===== config.mk =====
export PLATFORM = sky130hd
export DESIGN_NAME = mem_master_flat
export DESIGN_NICKNAME = d
export VERILOG_FILES = /design/src/rtl/mem_master_if.sv /design/src/rtl/mem_master.sv /design/src/flat_wrapper.sv
export SDC_FILE = /design/constraint.sdc
export NUM_CORES = 1
export LEC_CHECK = 0
export CAP_MARGIN = 15
export CORE_ASPECT_RATIO = 0.8
export CORE_UTILIZATION = 43
export CTS_CLUSTER_DIAMETER = 40
export DETAILED_ROUTE_END_ITERATION = 8
export PLACE_DENSITY = 0.85
export SLEW_MARGIN = 20
export SYNTH_ARGS = -nofsm -noshare
export SYNTH_HDL_FRONTEND = slang
export SYNTH_SLANG_ARGS = --single-unit

===== constraint.sdc =====
create_clock -name clk -period 2.1 [get_ports clk]
set_input_delay 0.21 -clock clk [delete_from_list [all_inputs] [get_ports clk]]
set_output_delay 0.21 -clock clk [all_outputs]
set_load 0.02 [all_outputs]

===== src/rtl/mem_master_if.sv =====
// mem_master_if: request/response port plus memory pin bundle for mem_master.
// master modport is the controller view; slave modport is the agent/memory view.
interface mem_master_if #(
   parameter int ADDR_W = 5,
   parameter int DATA_W = 8
);
   logic              req_valid;
   logic              req_ready;
   logic              req_we;
   logic [ADDR_W-1:0] req_addr;
   logic [DATA_W-1:0] req_wdata;
   logic [ADDR_W-1:0] req_len;
   logic              rsp_valid;
   logic [DATA_W-1:0] rsp_rdata;
   logic              wr_done;
   logic              busy;
   logic              mem_read;
   logic              mem_write;
   logic [ADDR_W-1:0] mem_addr;
   logic [DATA_W-1:0] mem_wdata;
   logic [DATA_W-1:0] mem_rdata;

   modport master (
      input  req_valid, req_we, req_addr, req_wdata, req_len, mem_rdata,
      output req_ready, rsp_valid, rsp_rdata, wr_done, busy,
             mem_read, mem_write, mem_addr, mem_wdata
   );

   modport slave (
      output req_valid, req_we, req_addr, req_wdata, req_len, mem_rdata,
      input  req_ready, rsp_valid, rsp_rdata, wr_done, busy,
             mem_read, mem_write, mem_addr, mem_wdata
   );
endinterface


===== src/rtl/mem_master.sv =====
// mem_master: initiator for a synchronous 2**ADDR_W x DATA_W memory.
// Single-beat writes, incrementing (wrapping) read bursts, tagged read-data capture.
module mem_master #(
   parameter int ADDR_W = 5,
   parameter int DATA_W = 8,
   parameter int RD_LAT = 1
) (
   input  logic        clk,
   input  logic        rst_n,
   mem_master_if.master bus
);
   typedef enum logic [1:0] {IDLE, WRITE, READ, DRAIN} state_t;

   localparam logic [RD_LAT-1:0] LAST_TAG = RD_LAT'(1) << (RD_LAT - 1);

   state_t            r_state, w_state_nx;
   logic [ADDR_W-1:0] r_cnt;
   logic [ADDR_W-1:0] r_addr;
   logic [DATA_W-1:0] r_wdata;
   logic [DATA_W-1:0] r_rdata;
   logic              r_read;
   logic              r_write;
   logic              r_wr_done;
   logic [RD_LAT:0]   r_pipe;
   logic              w_accept;
   logic              w_step;
   logic              w_last;

   assign bus.req_ready = (r_state == IDLE) && rst_n;
   assign bus.busy      = r_state != IDLE;
   assign bus.mem_read  = r_read;
   assign bus.mem_write = r_write;
   assign bus.mem_addr  = r_addr;
   assign bus.mem_wdata = r_wdata;
   assign bus.rsp_valid = r_pipe[RD_LAT];
   assign bus.rsp_rdata = r_rdata;
   assign bus.wr_done   = r_wr_done;

   assign w_accept = bus.req_valid && bus.req_ready;
   assign w_step   = (r_state == READ) && (r_cnt != '0);
   // Last beat is being captured when only the oldest in-flight tag remains.
   assign w_last   = r_pipe[RD_LAT-1:0] == LAST_TAG;

   always_ff @(posedge clk or negedge rst_n) begin
      if (!rst_n) r_state <= IDLE;
      else        r_state <= w_state_nx;
   end

   always_comb begin
      w_state_nx = r_state;
      case (r_state)
         IDLE:    w_state_nx = w_accept ? (bus.req_we ? WRITE : READ) : IDLE;
         WRITE:   w_state_nx = IDLE;
         READ:    w_state_nx = (r_cnt == '0) ? DRAIN : READ;
         DRAIN:   w_state_nx = w_last ? IDLE : DRAIN;
         default: w_state_nx = IDLE;
      endcase
   end

   always_ff @(posedge clk or negedge rst_n) begin
      if (!rst_n) begin
         r_cnt     <= '0;
         r_addr    <= '0;
         r_wdata   <= '0;
         r_rdata   <= '0;
         r_read    <= 1'b0;
         r_write   <= 1'b0;
         r_wr_done <= 1'b0;
         r_pipe    <= '0;
      end else begin
         r_write   <= w_accept && bus.req_we;
         r_read    <= (w_accept && !bus.req_we) || w_step;
         r_wr_done <= r_state == WRITE;
         if (w_accept) begin
            r_addr <= bus.req_addr;
            r_cnt  <= bus.req_len;
            if (bus.req_we) r_wdata <= bus.req_wdata;
         end else if (w_step) begin
            r_addr <= r_addr + ADDR_W'(1);
            r_cnt  <= r_cnt - ADDR_W'(1);
         end
         r_pipe <= {r_pipe[RD_LAT-1:0], r_read};
         if (r_pipe[RD_LAT-1]) r_rdata <= bus.mem_rdata;
      end
   end
endmodule


===== src/flat_wrapper.sv =====
// flat-port wrapper written by rule: the top's interface ports become plain ports
module mem_master_flat 
#(
   parameter int ADDR_W = 5,
   parameter int DATA_W = 8,
   parameter int RD_LAT = 1
)
  (clk, rst_n, bus_req_valid, bus_req_we, bus_req_addr, bus_req_wdata, bus_req_len, bus_mem_rdata, bus_req_ready, bus_rsp_valid, bus_rsp_rdata, bus_wr_done, bus_busy, bus_mem_read, bus_mem_write, bus_mem_addr, bus_mem_wdata);
  mem_master_if #(.ADDR_W(ADDR_W), .DATA_W(DATA_W)) bus_i ();
  input  logic clk;
  input  logic rst_n;
  input wire logic [$bits(bus_i.req_valid)-1:0] bus_req_valid;
  input wire logic [$bits(bus_i.req_we)-1:0] bus_req_we;
  input wire logic [$bits(bus_i.req_addr)-1:0] bus_req_addr;
  input wire logic [$bits(bus_i.req_wdata)-1:0] bus_req_wdata;
  input wire logic [$bits(bus_i.req_len)-1:0] bus_req_len;
  input wire logic [$bits(bus_i.mem_rdata)-1:0] bus_mem_rdata;
  output wire logic [$bits(bus_i.req_ready)-1:0] bus_req_ready;
  output wire logic [$bits(bus_i.rsp_valid)-1:0] bus_rsp_valid;
  output wire logic [$bits(bus_i.rsp_rdata)-1:0] bus_rsp_rdata;
  output wire logic [$bits(bus_i.wr_done)-1:0] bus_wr_done;
  output wire logic [$bits(bus_i.busy)-1:0] bus_busy;
  output wire logic [$bits(bus_i.mem_read)-1:0] bus_mem_read;
  output wire logic [$bits(bus_i.mem_write)-1:0] bus_mem_write;
  output wire logic [$bits(bus_i.mem_addr)-1:0] bus_mem_addr;
  output wire logic [$bits(bus_i.mem_wdata)-1:0] bus_mem_wdata;
  assign bus_i.req_valid = bus_req_valid;
  assign bus_i.req_we = bus_req_we;
  assign bus_i.req_addr = bus_req_addr;
  assign bus_i.req_wdata = bus_req_wdata;
  assign bus_i.req_len = bus_req_len;
  assign bus_i.mem_rdata = bus_mem_rdata;
  assign bus_req_ready = bus_i.req_ready;
  assign bus_rsp_valid = bus_i.rsp_valid;
  assign bus_rsp_rdata = bus_i.rsp_rdata;
  assign bus_wr_done = bus_i.wr_done;
  assign bus_busy = bus_i.busy;
  assign bus_mem_read = bus_i.mem_read;
  assign bus_mem_write = bus_i.mem_write;
  assign bus_mem_addr = bus_i.mem_addr;
  assign bus_mem_wdata = bus_i.mem_wdata;
  mem_master #(.ADDR_W(ADDR_W), .DATA_W(DATA_W), .RD_LAT(RD_LAT)) u_core (.clk(clk), .rst_n(rst_n), .bus(bus_i));
endmodule

==> reports/qor.tcl <==
set qor(antenna_found_initial) 0
set qor(layout-drive-gt1-share_pct) 19.4
set qor(critical_path_depth) 3
set qor(die_h_um) 54.7
set qor(finalNonFillerCells) 226
set qor(overall_global_routing_resource_usage_pct) 21.4
set qor(grt_pass1_wl_um) 5580
set qor(ys_seq_elements) 33
set qor(area.sequential_um2) 826
set qor(drt_iter0_markers) 56
set qor(grt_start_max_net_pins) 22
set qor(max_freq_mhz) 500
set qor(timing.critical_path.cells) {or2_2 > nor2_1 > clkdlybuf4s50_1}
set qor(drt-pass1-iter-count) 4
set qor(timing.clock.skew_ns) 0.00792
set qor(num_rows) 18
set qor(summed_area_of_non_filler_cells_in_the_final_layout_um2) 2220
set qor(n_fill_cell) 236
set qor(htreeDepth) 2
set qor(postSynth.topFlopCell) {dfrtp_1}
set qor(avg_cell_area_syn_um2) 12.2
set qor(rr_worst_depth) 6
set qor(post_cts_buffers) 0
set qor(yosys.area.top_type_share_pct) 55.4
set qor(floorplan.die.width_um) 67.8
set qor(r2r_start) {u_core.r_cnt[0]$_DFFE_PN0P_}
set qor(tcrit_tclk_final_pct) 95.2
set qor(power.density_cell_area_nw_per_um2) 1570
set qor(timing.critical_path.buf_inv) 1
set qor(postSynthNetCount) 154
set qor(setup.worst_path.start_class) {flip-flop}
set qor(cts_inserted_buffers) 5
set qor(slew_headroom_pct) 64.2
set qor(critical_path_required_ns) 1.89
set qor(met1_usage_pct) 23.8
set qor(drv_slew) 0
set qor(report.final.hold_viol_count) 0
set qor(timing.max_cap.violations) 0
set qor(design.die.area_um2) 3710
set qor(clk_pin_slew_worst_paths_ns) 0.07
set qor(worst_pin_slew_ns) 0.535
set qor(finalSetupViolations) 0
set qor(vias) 1226
set qor(cts_repair_resize_count) 0
set qor(final_net_count) 217
set qor(number_of_remaining_drc_errors) 0
set qor(globalRoute.busiestLayer) {met2}
set qor(crit_path_top_delay_cell) {clkdlybuf4s50_1}
set qor(final_antenna_net_count) 0
set qor(hold-path-cell-count) 0
set qor(top_level_ports) 57
set qor(yosysWarnings) 0
set qor(placed_standard_cell_area_um2) 2090
set qor(period_minus_slack_ns) 2.00
set qor(vdd_drop_max_uv) 799
set qor(clkLatencyLatePin_ns) 0.29
set qor(flow.area_growth_from_synthesis_pct) 49.3
set qor(global_route.usage.met3_pct) 10.0
set qor(placed_cells_incl_taps) 216
set qor(synth_seq_area_share_pct) 55.4
set qor(setup-tns-final_ns) 0
set qor(static-leakage-power_nw) 0.944
set qor(cp_data_arrival_time_ns) 1.79
set qor(place.port_buffers) 56
set qor(count_of_distinct_cell_types_in_the_synthesized_netlist) 36
set qor(synth.top_cells.by_area) {dfrtp_1 55%, mux2_2 12%, nand3_1 2.7%}
set qor(clock_sinks) 33
set qor(grt_use_met2_pct) 35.6
set qor(start_util_pct) 46.6
set qor(ys_async_sr_fraction_pct) 100
set qor(worst_stage_delay_on_the_critical_path_ns) 0.62
set qor(r2r_setup_slack_ns) 0.22
set qor(timing.setup.critical_path_class) {flip-flop to primary output}
set qor(rsz0062_at_grt) {false}
set qor(vias_per_cell) 5.42
set qor(wl_per_cell_um) 14.9
set qor(endpoint) {bus_req_ready}
set qor(cts_tree) {done}
set qor(first_global_vias) 1242
set qor(antenna_cells_inserted) 0
set qor(routed_wl_um) 3370
set qor(synth-edff-count) 0
set qor(detailedPlacementHpwl_um) 2500
set qor(timing.rr.end) {u_core.bus.mem_addr[4]$_DFFE_PN0P_}
set qor(result_of_the_run) {finished clean}
set qor(coreArea_um2) 3200
set qor(startpoint) {u_core.r_state[0]$_DFF_PN0_}
set qor(cts_hold_buffers) 2
set qor(fin_worst_hold_slack_ns) 0.397
set qor(worstSetupEndpointType) {primary output}
set qor(globalRoute.totalOverflow) 0
set qor(dp_worst_setup_slack_ns) 0.273
set qor(multiInputGateArea_um2) 604
set qor(critical_path.max_fanout) 8
set qor(synthCells) 122
set qor(cts-root-buf) {clkbuf_8}
set qor(gp_routability_congestion) 0.896
set qor(syn-cell-area_um2) 1490
set qor(hp-class) {flip-flop to flip-flop}
set qor(critical-path-top-delay-family) {buffers and inverters}
set qor(cts_max_path_buffers) 2
set qor(synth_largest_area_cell) {dfrtp_1}
set qor(min_setup_slack_post_route_ns) 0.101
-- layout by cell type (no fill, tap or decap), types with 2 or more instances in the layout --
| cell type | count |
|---|---|
| a31oi_1 | 5 |
| clkbuf_8 | 6 |
| or4_1 | 4 |
| mux2i_1 | 2 |
| mux2_2 | 16 |
| buf_4 | 4 |
| inv_1 | 6 |
| dfrtp_1 | 33 |
| nand3_1 | 8 |
| o21ai_0 | 6 |
| nand2_1 | 5 |
| ha_1 | 2 |
| clkdlybuf4s50_1 | 55 |
| o31ai_1 | 2 |
| nor2b_1 | 2 |
| nor2_1 | 6 |
| dlygate4sd3_1 | 2 |
-- cell families (layout without fill, tap and decap cells) --
| group | count (synthesis) | after routing | share of synthesized area, % |
|---|---|---|---|
| AO/OA/AOI/OAI | 20 | 20 | 9.32 |
| adder cells (fa/ha/maj) | 2 | 2 | 1.68 |
| buffers and inverters | 12 | 76 | 4.03 |
| flip-flops | 33 | 33 | 55.4 |
| multiplexers | 18 | 18 | 13.4 |
| AND/OR/NAND/NOR | 37 | 37 | 16.1 |
-- stage by stage --
stage	total power, mW	utilization (%)
after detailed placement	2.88	65.3
after global routing	3.71	69.6
after global placement	2.81	65.3
after CTS	3.50	69.6
after floorplan	2.14	-
final	3.49	69.6
-- power breakdown --
part	internal, mW	switching, mW	leakage [nW]	total [mW]
clock network	0.387	0.229	0.0585	0.616
registers	0.945	0.264	0.395	1.21
logic	0.880	0.783	0.491	1.66
-- worst min-delay path by stage --
stage / start / endpoint
2_1_floorplan: rst_n / u_core.bus.mem_addr[0]$_DFFE_PN0P_
3_3_place_gp: rst_n / u_core.r_state[0]$_DFF_PN0_
3_5_place_dp: rst_n / u_core.r_state[0]$_DFF_PN0_
4_1_cts: u_core.bus.mem_read$_DFF_PN0_ / u_core.r_pipe[0]$_DFF_PN0_
5_1_grt: u_core.bus.mem_read$_DFF_PN0_ / u_core.r_pipe[0]$_DFF_PN0_
6_report: u_core.bus.mem_read$_DFF_PN0_ / u_core.r_pipe[0]$_DFF_PN0_
-- cell usage after synthesis (all sizes together) (4+ instances only) --
master   n
nand2    6
dfrtp   33
a31oi    5
nand3    8
nor2     6
o21ai    6
mux2    16
inv      6
or4      4
buf      5
-- per-layer routing --
layer,vias up,routed length (um)
met5,-,0
li1,572,-
met3,9,257
met2,54,1740
met1,591,1300
met4,0,75
-- final cells by class --
cell class	instances	area share, %
Sequential cell	33	37.1
Timing Repair Buffer	62	27.2
Tap cell	40	2.25
Multi-Input combinational cell	77	27.2
Clock inverter	1	1.35
Clock buffer	7	3.88
Inverter	6	1.01
-- sequential cells by signal, indices dropped and copies added (netlist names) --
register and count:
u_core.bus.rsp_rdata 8, u_core.r_state 2, u_core.r_cnt 5, u_core.bus.mem_addr 5, u_core.r_pipe 2, u_core.bus.mem_write 1
u_core.bus.mem_wdata 8, u_core.bus.wr_done 1, u_core.bus.mem_read 1
(Power assumes the default switching activity.)
